File: src/rtl/alu_sequencer.sv
// Command sequencer driving an external combinational ALU over an 8-entry register file.
// ALU op: 2 cycles (accept, writeback). Load: 1 per cycle. Read: held in RESP until rd_ready.
module alu_sequencer #(
    parameter int DATA_WIDTH = 16,
    parameter int ADDR_WIDTH = 3
) (
    input  logic                  clk,
    input  logic                  rst_n,
    input  logic                  cmd_valid,
    output logic                  cmd_ready,
    input  logic [1:0]            cmd_kind,
    input  logic [2:0]            cmd_oc,
    input  logic [ADDR_WIDTH-1:0] cmd_dst,
    input  logic [ADDR_WIDTH-1:0] cmd_src1,
    input  logic [ADDR_WIDTH-1:0] cmd_src2,
    input  logic [DATA_WIDTH-1:0] cmd_imm,
    output logic [2:0]            alu_oc,
    output logic [DATA_WIDTH-1:0] alu_a,
    output logic [DATA_WIDTH-1:0] alu_b,
    input  logic [DATA_WIDTH-1:0] alu_f,
    output logic                  rd_valid,
    input  logic                  rd_ready,
    output logic [DATA_WIDTH-1:0] rd_data,
    output logic                  err_dz
);

    localparam int         NREGS  = 2 ** ADDR_WIDTH;
    localparam logic [2:0] OC_DIV = 3'd3;
    localparam logic [1:0] K_ALU  = 2'b00;
    localparam logic [1:0] K_LOAD = 2'b01;
    localparam logic [1:0] K_READ = 2'b10;

    typedef enum logic [1:0] {
        IDLE = 2'd0,
        EXEC = 2'd1,
        RESP = 2'd2
    } state_t;

    state_t                  state_q;
    logic [DATA_WIDTH-1:0]   regs_q [NREGS];
    logic [ADDR_WIDTH-1:0]   dst_q;
    logic [2:0]              alu_oc_q;
    logic [DATA_WIDTH-1:0]   alu_a_q;
    logic [DATA_WIDTH-1:0]   alu_b_q;
    logic                    rd_valid_q;
    logic [DATA_WIDTH-1:0]   rd_data_q;
    logic                    err_dz_q;

    assign cmd_ready = (state_q == IDLE);
    assign alu_oc    = alu_oc_q;
    assign alu_a     = alu_a_q;
    assign alu_b     = alu_b_q;
    assign rd_valid  = rd_valid_q;
    assign rd_data   = rd_data_q;
    assign err_dz    = err_dz_q;

    always_ff @(posedge clk or negedge rst_n) begin
        if (!rst_n) begin
            state_q    <= IDLE;
            dst_q      <= '0;
            alu_oc_q   <= '0;
            alu_a_q    <= '0;
            alu_b_q    <= '0;
            rd_valid_q <= 1'b0;
            rd_data_q  <= '0;
            err_dz_q   <= 1'b0;
            for (int i = 0; i < NREGS; i++) begin
                regs_q[i] <= '0;
            end
        end else begin
            err_dz_q <= 1'b0;
            case (state_q)
                IDLE: begin
                    if (cmd_valid) begin
                        case (cmd_kind)
                            K_ALU: begin
                                alu_oc_q <= cmd_oc;
                                alu_a_q  <= regs_q[cmd_src1];
                                alu_b_q  <= regs_q[cmd_src2];
                                dst_q    <= cmd_dst;
                                state_q  <= EXEC;
                            end
                            K_LOAD: regs_q[cmd_dst] <= cmd_imm;
                            K_READ: begin
                                rd_data_q  <= regs_q[cmd_src1];
                                rd_valid_q <= 1'b1;
                                state_q    <= RESP;
                            end
                            default: ;
                        endcase
                    end
                end
                EXEC: begin
                    // The ALU's own result is written even for a zero divisor; the flag is advisory.
                    regs_q[dst_q] <= alu_f;
                    err_dz_q      <= (alu_oc_q == OC_DIV) && (alu_b_q == '0);
                    state_q       <= IDLE;
                end
                RESP: begin
                    if (rd_ready) begin
                        rd_valid_q <= 1'b0;
                        state_q    <= IDLE;
                    end
                end
                default: state_q <= IDLE;
            endcase
        end
    end

endmodule

File: config.mk
export PLATFORM = sky130hd
export DESIGN_NAME = alu_sequencer
export DESIGN_NICKNAME = d
export VERILOG_FILES = /design/src/rtl/alu_sequencer.sv
export SDC_FILE = /design/constraint.sdc
export NUM_CORES = 1
export LEC_CHECK = 0
export CAP_MARGIN = 10
export CORE_MARGIN = 2
export CORE_UTILIZATION = 45
export CTS_CLUSTER_DIAMETER = 100
export DETAILED_ROUTE_END_ITERATION = 7
export PLACE_DENSITY = 0.77
export SETUP_SLACK_MARGIN = 0.5
export SYNTH_ARGS = -nofsm -noshare
export SYNTH_HDL_FRONTEND = slang
export SYNTH_SLANG_ARGS = --single-unit
File: constraint.sdc
create_clock -name clk -period 2 [get_ports clk]
set_input_delay 0.4 -clock clk [delete_from_list [all_inputs] [get_ports clk]]
set_output_delay 0.4 -clock clk [all_outputs]
set_load 0.02 [all_outputs]
==> flow_metrics.py, run 1 <==
metrics = {
    "clock_tree": {
        "clockBufferDepth": 2,
        "cts_max_level": 4,
        "cts_root_buf": "clkbuf_16",
        "cts.sinks": 186,
        "cts_tree": "yes",
        "clk_latency_ps": 450,
        "numCtsBuffers": 17,
        "clk_pin_slew_worst_paths_ps": 70,
    },
    "global_route": {
        "grt_util_all_layers_pct": 28.09,
        "grt_max_degree": 56,
        "grt_pass1_wl_um": 51320,
        "grt_overflow": 0,
        "grt_pass1_vias": 8563,
        "antenna_found_initial": 2,
    },
    "setup_path": {
        "worst-path-max-fanout": 8,
        "cp_top_family": "flip-flops",
        "critPathCaptureType": "flop",
        "crit_path_max_incr_delay_ps": 450,
        "arrival_ps": 2210,
        "path_buf_inv": 2,
        "worstSetupPathType": "flop to flop",
        "critPathLaunchType": "flop",
        "path_cells": "nor4bb_4 > buf_6 > nand3b_1 > o21ai_4 > clkbuf_16 > mux2_4",
        "required_ps": 2330,
        "crit_slowest_cell": "dfrtp_2",
    },
    "logic_synthesis": {
        "synth-xor-area-share_pct": 0,
        "synth_area_um2": 10310,
        "synth-edff-count": 0,
        "synth_top_family_by_area": "multiplexers",
        "synthArstFlopShare_pct": 100.0,
        "synth_cell_type_count": 33,
        "synth_top_flop_cell": "dfrtp_1",
        "synth_compound_area_share_pct": 11.22,
        "synthesis.nets": 847,
        "synth-seq-cells": 186,
        "yosysSeqAreaShare_pct": 45.13,
        "avgSynthCellArea_um2": 12.94,
        "synthMuxAreaShare_pct": 33.17,
        "synthesis.instances": 797,
        "ys_warn_count": 0,
        "synthAdderAreaFrac_pct": 0,
        "synth_simple_gate_area_share_pct": 6.066,
    },
    "routing": {
        "drtPass1Iterations": 6,
        "drtIter0Drc": 929,
        "vias_per_cell": 6.795,
        "num_vias": 8466,
        "drc": 0,
        "wire_per_inst_um": 27.08,
        "wl_um": 33740,
        "antenna_left": 0,
    },
    "timing": {
        "hold_viol": 0,
        "maxSlewViolCount": 0,
        "setup_ws_ps": 117.5,
        "slew-limit-headroom_pct": 70.62,
        "setup_viol": 0,
        "rsz0062_at_grt": "true",
        "finalCriticalPeriod_ps": 1882,
        "fmax_mhz": 531.2,
        "finClkSkew_ps": 12.37,
        "tightestPinTransition_ps": 439.6,
        "fin_crit_sh_pct": 94.12,
    },
    "run": {
        "drv_cap": 0,
    },
    "floorplanning": {
        "start_util_pct": 45.69,
        "top_level_ports": 104,
        "die_w_um": 155.4,
        "core_area_um2": 22570,
        "num_rows": 55,
        "die_y_um": 155.4,
        "die_area_um2": 24140,
    },
    "status": {
        "status": "finished clean",
    },
    "finish": {
        "fin_area_um2": 13300,
        "final_layout_size_suffix_gt1_share_pct": 44.11,
        "area_growth_pct": 28.95,
        "fin_nets": 996,
    },
    "pwr": {
        "ir_worst_vdd_v": 0.0006243,
        "fin_total_pwr_mw": 11.05,
        "power_density_nw_per_um2": 831.2,
        "p_leak_nw": 5.812,
    },
    "min_path": {
        "min_path_type": "primary input to flop",
    },
    "placed_design": {
        "postPlaceCellArea_um2": 12400,
        "pre_cts_ws_ps": -335.2,
        "place.gp.congestion": 0.8766,
        "dp_hpwl_um": 21340,
        "io_buffers": 103,
    },
}
-- final cells by class --
class                   count  area, um^2
clock inverters            15       195.2
clock buffers              17       425.4
fillers                  1639        9274
well taps                 285       356.6
repair buffers            203        2062
multi-input cells         537        5592
flip-flops and latches    186        4658
inverters                   1       3.754
diodes                      2       5.005
-- layout by cell type (no fill, tap or decap), drive strengths merged --
master / instances
nand4: 1
nor4bb: 1
o21ai: 25
bufinv: 2
bufbuf: 3
nand3b: 14
nor2b: 2
or4b: 1
diode: 2
a31oi: 1
buf: 151
nor4: 2
nand2b: 1
a21oi: 33
nand3: 2
dlymetal6s2s: 2
clkdlybuf4s15: 2
nand2: 51
nor3: 2
inv: 11
mux2: 134
mux2i: 32
nor4b: 2
clkdlybuf4s50: 39
clkinvlp: 1
mux4: 64
clkbuf: 18
dfrtp: 186
dlygate4sd3: 1
clkinv: 2
or3: 2
nor2: 34
dlygate4sd2: 4
or3b: 5
o22ai: 128
-- cells in the mapped netlist (2+ instances only) --
master,number,share of area (%)
nor4_1,2,0.12
o22ai_1,128,7.8
nor3_1,2,0.097
nand3b_4,4,0.78
or3_1,2,0.12
nor4b_1,2,0.17
mux4_2,64,14
buf_12,4,0.78
a21oi_1,33,1.6
buf_4,4,0.29
mux2_4,40,5.8
dfrtp_1,186,45
mux2i_1,32,3.1
o21ai_4,4,0.63
nor2_1,34,1.2
clkbuf_1,28,1.0
or3b_1,5,0.42
buf_2,29,1.4
nand3b_1,10,0.73
mux2_2,84,9.2
nand2_1,51,1.9
o21ai_2,4,0.34
nor2b_1,2,0.12
mux2_1,10,1.1
nand3_1,2,0.097
o21ai_0,17,0.83
buf_6,8,0.87
-- logic make-up (layout without fill, tap and decap cells) --
group | Yosys count | after routing
buffers and inverters | 74 | 236
AO/OA/AOI/OAI | 187 | 187
flip-flops | 186 | 186
other | 0 | 2
AND/OR/NAND/NOR | 120 | 120
multiplexers | 230 | 230
-- stage by stage --
step | hold WS, ps | instances | util [%] | setup TNS, ps
global route | 408.1 | 1246 | 58.91 | 0
CTS | 409.6 | 1237 | 58.63 | 0
finish | 382.8 | 1246 | 58.91 | 0
detailed placement | 311.4 | 1197 | 54.93 | -39210
global placement | 312.7 | 1197 | 54.93 | -34860
floorplan | 104.4 | 797 | - | 0
-- final timing paths --
check	startpoint	endpoint	slack (ps)	depth (start not counted)
max	state_q[1]	regs_q[18]	120	6
min	cmd_dst[1]	dst_q[1]	380	2
max reg2reg	state_q[1]	regs_q[18]	120	6
min reg2reg	rd_data[8]	rd_data[8]	490	2
max in group asynchronous	rst_n	regs_q[105]	880	3
min in group asynchronous	rst_n	rd_data[7]	410	2
-- per-layer routing --
layer | up-vias | part of all wire, % | global-route usage [%]
met5 | - | 0 | 0
met4 | 0 | 4.0 | 12.93
met3 | 136 | 11 | 7.521
met2 | 657 | 47 | 43.66
met1 | 4288 | 39 | 37.03
li1 | 3385 | - | -
-- power by group --
| group | internal (mW) | switching (mW) | leakage (nW) |
|---|---|---|---|
| Clock | 1.92 | 1.69 | 0.303 |
| Sequential | 4.23 | 0.439 | 2.49 |
| Combinational | 1.30 | 1.46 | 3.02 |
| Total | 7.46 | 3.59 | 5.81 |
-- flip-flops by register name, summed over array words and instances, names as in the netlist --
signal / cells
err_dz: 1
rd_valid: 1
rd_data: 16
alu_a: 16
alu_b: 16
dst_q: 3
alu_oc: 3
state_q: 2
regs_q: 128
-- timing repair --
item                       CTS  global route
hold buffers                 1             0
setup buffers                3             6
pin swaps                    5             2
hold endpoints to repair    28             0
gates cloned                 4             1
setup endpoints to repair  233           211
gates resized for setup    235            69
(Power assumes the default switching activity.)
==> inputs of run 2 (changes only) <==
Settings changed: CORE_UTILIZATION 45 to 48, PLACE_DENSITY 0.77 to 0.81, RECOVER_POWER set to 50.
==> run 2 against run 1 <==
Compared with the run above: register-to-register slack got worse by 80 ps; clock skew fell by 4.5 ps; sequential share of layout area fell by 1.2 points; maximum frequency fell by 4.3%; clock-buffer cell count did not move; flip-flop and latch count did not move; via count rose by 5.3%; total power rose by 0.11%; non-clock buffer count rose by 17; final area rose by 3.4%; setup slack got worse by 85 ps; critical path type unchanged; critical endpoint is now regs_q[87]; highest routed layer unchanged.
==> flow_metrics.py, run 2 (synthesis gave the netlist of run 1 again) <==
metrics = {
    "status": {
        "status": "finished clean",
    },
    "clock_tree": {
        "clk_pin_slew_worst_paths_ps": 70,
        "cts_root_buf": "clkbuf_16",
        "numCtsBuffers": 17,
        "cts_max_level": 4,
        "clockBufferDepth": 2,
        "cts_tree": "yes",
        "clk_latency_ps": 440,
        "cts.sinks": 186,
    },
    "floorplanning": {
        "start_util_pct": 49.06,
        "top_level_ports": 104,
        "die_area_um2": 22670,
        "core_area_um2": 21020,
        "num_rows": 53,
        "die_w_um": 150.6,
        "die_y_um": 150.6,
    },
    "min_path": {
        "hp-start": "rd_data[3]",
        "whs_path_depth": 2,
        "min_path_type": "flop to flop",
        "min_to": "rd_data[3]",
    },
    "pwr": {
        "p_seq_share_pct": 42.5,
        "ir_worst_vdd_v": 0.0004627,
        "fin_total_pwr_mw": 11.07,
        "p_comb_share_pct": 26.7,
        "p_sw_mw": 3.714,
        "power_density_nw_per_um2": 805.0,
        "p_sw_share_pct": 33.56,
        "p_leak_nw": 5.881,
        "cell_internal_pwr_mw": 7.352,
        "clkPwrFrac_pct": 30.8,
    },
    "setup_path": {
        "ff2ff_setup_slack_ps": 30,
        "reg2reg_depth": 4,
        "critPathCaptureType": "flop",
        "required_ps": 2330,
        "arrival_ps": 2290,
        "r2r-start": "dst_q[1]",
        "r2r-end": "regs_q[87]",
        "worst-path-max-fanout": 9,
        "critPathLaunchType": "flop",
        "worstSetupPathType": "flop to flop",
    },
    "finish": {
        "largest_register_ffs": 128,
        "fin_nets": 1013,
        "fillCellCount": 1317,
        "diodes": 0,
        "area_growth_pct": 33.29,
        "largest_register": "regs_q",
        "final_common_cell": "dfrtp_1",
        "ff_latch_area_um2": 4657,
        "multi_input_area_um2": 5737,
        "final_layout_size_suffix_gt1_share_pct": 44.47,
        "layout_common_cells": "dfrtp_1, o22ai_1, mux2_4, mux4_2, buf_4",
    },
    "global_route": {
        "antenna_found_initial": 0,
        "grt_max_degree": 65,
        "grt_pass1_vias": 8807,
        "grt_util_all_layers_pct": 31.39,
        "grt_overflow": 0,
        "grt_pass1_wl_um": 52570,
    },
    "timing": {
        "maxSlewViolCount": 0,
        "fmax_mhz": 508.4,
        "finalCriticalPeriod_ps": 1967,
        "hold_ws_ps": 492.1,
        "fin_crit_sh_pct": 98.35,
        "hold_viol": 0,
        "tightestPinTransition_ps": 996.0,
        "setup_viol": 0,
        "tns_ps": 0,
        "slew-limit-headroom_pct": 33.60,
        "finClkSkew_ps": 7.878,
        "rsz0062_at_grt": "true",
    },
    "routing": {
        "drc": 0,
        "antenna_left": 0,
        "num_vias": 8915,
        "vias_per_cell": 7.126,
        "wire_per_inst_um": 29.96,
        "drtPass1Iterations": 5,
        "drtIter0Drc": 1488,
        "wl_um": 37480,
    },
    "placed_design": {
        "io_buffers": 103,
        "place.gp.congestion": 0.9274,
        "dp_hpwl_um": 21070,
    },
    "run": {
        "drv_cap": 0,
    },
}
-- run 2: power by group through the flow --
stage / sequential, mW / clock [mW] / combinational, mW
floorplan: 4.81 / 0 / 1.39
global placement: 4.67 / 0 / 2.68
detailed placement: 4.70 / 0 / 2.75
CTS: 4.64 / 3.38 / 2.80
global route: 4.73 / 3.57 / 3.07
finish: 4.71 / 3.40 / 2.95
-- run 2: cell type report --
| cell class | instances | area share (%) |
|---|---|---|
| clock inverter | 15 | 1.138 |
| sequential | 186 | 33.88 |
| inverter | 1 | 0.02731 |
| timing repair buffer | 220 | 17.62 |
| clock buffer | 17 | 3.095 |
| multi-input combinational | 537 | 41.73 |
| tap | 275 | 2.503 |
-- run 2: worst max path at each step --
| stage | start | endpoint | slack, ps | cells past startpoint |
|---|---|---|---|---|
| floorplan | cmd_dst[1] | regs_q[53] | 130 | 7 |
| global placement | cmd_dst[0] | regs_q[105] | -300 | 6 |
| detailed placement | cmd_valid | regs_q[72] | -370 | 7 |
| CTS | state_q[1] | regs_q[85] | 100 | 7 |
| global route | state_q[1] | regs_q[40] | 10 | 7 |
| finish | dst_q[1] | regs_q[87] | 30 | 4 |
-- run 2: critical path, cell delays in order, from the launching register on --
cell and delay, ps:
dfrtp_1 560, or3b_1 460, o21ai_4 310, clkbuf_16 220
mux2_4 300
-- run 2: stage by stage --
stage / util, % / setup WS (ps) / instance area, um^2 / std cells
finish: 65.39 / 32.95 / 13750 / 1251
global route: 65.39 / 10.91 / 13750 / 1251
CTS: 63.99 / 101.1 / 13450 / 1236
detailed placement: 58.86 / -372.9 / 12370 / 1182
global placement: 58.86 / -304.0 / 12370 / 1182
floorplan: - / 125.5 / 10600 / 797
-- run 2: what timing repair did --
item / in CTS / in global routing
pin swaps: 6 / 1
buffers inserted: 17 / 5
cloned: 4 / 10
endpoints found under the hold margin: 32 / 0
hold buffers: 1 / 0
resized for setup: 254 / 104
endpoints found under the setup margin: 237 / 214
-- run 2: per-layer routing --
| layer | global-route usage, % | part of all wire, % | vias to the layer above |
|---|---|---|---|
| met1 | 37.61 | 33 | 4459 |
| met5 | 0 | 0 | - |
| met4 | 20.19 | 7.7 | 0 |
| met3 | 8.636 | 11 | 241 |
| met2 | 50.02 | 47 | 775 |
| li1 | - | - | 3440 |
==> inputs of run 3 (changes only) <==
Settings changed: CAP_MARGIN 10 to 20, CORE_MARGIN 2 to unset, HOLD_SLACK_MARGIN set to 0.15.
==> run 3 against run 2 <==
Compared with the run above: the run now ends with negative setup slack left; register-to-register slack got worse by 190 ps; clock skew rose by 5.0 ps; die area fell by 2.6%; clock-buffer cell count rose by 2; non-clock buffer count fell by 3; utilization rose by 0.19 points; highest routed layer unchanged; setup slack got worse by 190 ps; critical endpoint is now regs_q[2]; critical path depth rose by 5; cell count fell by 0.24%; hold slack got worse by 6.5 ps; via count rose by 2.0%; wire length rose by 6.4%.
==> flow_metrics.py, run 3 (synthesis gave the netlist of run 1 again) <==
metrics = {
    "status": {
        "status": "finished, violations left",
        "violations": "negative setup slack",
    },
    "floorplanning": {
        "top_level_ports": 104,
        "die_w_um": 148.6,
        "die_y_um": 148.6,
        "die_area_um2": 22070,
        "num_rows": 53,
        "start_util_pct": 49.06,
        "core_area_um2": 21020,
    },
    "placed_design": {
        "pre_cts_ws_ps": -374.2,
        "io_buffers": 103,
        "postPlaceCellArea_um2": 12240,
        "place_inst": 1176,
        "place.gp.congestion": 0.8626,
        "dp_hpwl_um": 20630,
    },
    "routing": {
        "drc": 0,
        "antenna_left": 0,
        "wire_per_inst_um": 31.96,
        "drtIter0Drc": 1262,
        "vias_per_cell": 7.289,
        "wl_um": 39890,
        "num_vias": 9097,
        "drtPass1Iterations": 5,
    },
    "setup_path": {
        "required_ps": 2330,
        "worst-path-max-fanout": 8,
        "critPathCaptureType": "flop",
        "worstSetupPathType": "flop to flop",
        "cp-startpoint": "state_q[1]",
        "r2r-start": "state_q[1]",
        "critPathLaunchType": "flop",
        "arrival_ps": 2480,
    },
    "min_path": {
        "hp-start": "rd_data[9]",
        "min_path_type": "flop to flop",
    },
    "global_route": {
        "use_met3_pct": 9.202,
        "grt_max_degree": 57,
        "grt_pass1_vias": 9016,
        "antenna_found_initial": 0,
        "use_met1_pct": 40.18,
        "use_met2_pct": 53.64,
        "grt_pass1_wl_um": 54430,
        "grt_util_all_layers_pct": 33.71,
        "grt_most_used_layer": "met2",
        "grt_overflow": 0,
    },
    "timing": {
        "finClkSkew_ps": 12.85,
        "slew-limit-headroom_pct": 9.901,
        "setup_ws_ps": -152.1,
        "maxSlewViolCount": 0,
        "fin_crit_sh_pct": 107.6,
        "tns_ps": -10210,
        "tightestPinTransition_ps": 1351,
        "setup_viol": 128,
        "hold_ws_ps": 485.6,
        "rsz0062_at_grt": "true",
        "hold_viol": 0,
        "fmax_mhz": 464.7,
        "finalCriticalPeriod_ps": 2152,
    },
    "finish": {
        "diodes": 0,
        "largest_register": "regs_q",
        "final_layout_size_suffix_gt1_share_pct": 45.22,
        "fin_area_um2": 13790,
        "final_common_cell": "dfrtp_1",
        "largest_register_ffs": 128,
        "utilization_pct": 65.58,
        "fin_cells": 1248,
        "layout_common_cells": "dfrtp_1, o22ai_1, mux2_4, mux4_2, buf_2",
        "area_growth_pct": 33.68,
        "fin_nets": 1010,
    },
    "clock_tree": {
        "clk_latency_ps": 450,
        "clockBufferDepth": 2,
        "numCtsBuffers": 17,
        "cts_max_level": 4,
        "clk_pin_slew_worst_paths_ps": 70,
        "cts.sinks": 186,
        "cts_root_buf": "clkbuf_16",
        "cts_tree": "yes",
    },
    "pwr": {
        "ir_worst_vdd_v": 0.0007217,
        "power_density_nw_per_um2": 833.4,
        "fin_total_pwr_mw": 11.49,
        "p_leak_nw": 6.008,
    },
    "run": {
        "drv_cap": 0,
    },
}
## run 3: area by class of cell
type                    instances  area [um^2]
fillers                      1319         7236
well taps                     275        344.1
flip-flops and latches        186         4656
clock inverters                13        188.9
inverters                       1        3.754
clock buffers                  19        442.9
multi-input cells             537         5695
repair buffers                217         2455
## run 3: worst max-delay path: stages (launching register included)
cell,delay (ps)
dfrtp_2,460
buf_4,160
buf_12,120
nand2b_4,210
buf_12,200
nand3b_1,160
o21ai_4,100
buf_12,140
buf_16,150
mux2_4,310
## run 3: per-layer routing
layer / up-vias / share of wire [%] / routed length, um
met1: 4528 / 33 / 13130
met5: - / 0 / 0
met4: 0 / 7.6 / 3036
met2: 890 / 47 / 18650
li1: 3419 / - / -
met3: 260 / 13 / 5072
## run 3: path summary, 6_finish.rpt
kind	to	cells after the start	slack, ps
max in group asynchronous	regs_q[40]	3	170
max reg2reg	regs_q[2]	9	-150
min reg2reg	rd_data[9]	2	490
min in group asynchronous	alu_a[9]	2	800
min	rd_data[9]	2	490
max	regs_q[2]	9	-150
## run 3: power breakdown
part	internal [mW]	switching (mW)	total, mW
Combinational	1.40	1.64	3.04
Sequential	4.23	0.485	4.72
Clock	2.14	1.59	3.73
Total	7.77	3.72	11.5
## run 3: repair_timing
action | 4_1_cts | 5_1_grt
pin swaps | 2 | 3
endpoints found under the hold margin | 44 | 0
gates resized for setup | 242 | 112
hold buffers | 1 | 0
gates cloned | 12 | 5
endpoints found under the setup margin | 236 | 216
buffers inserted | 18 | 4
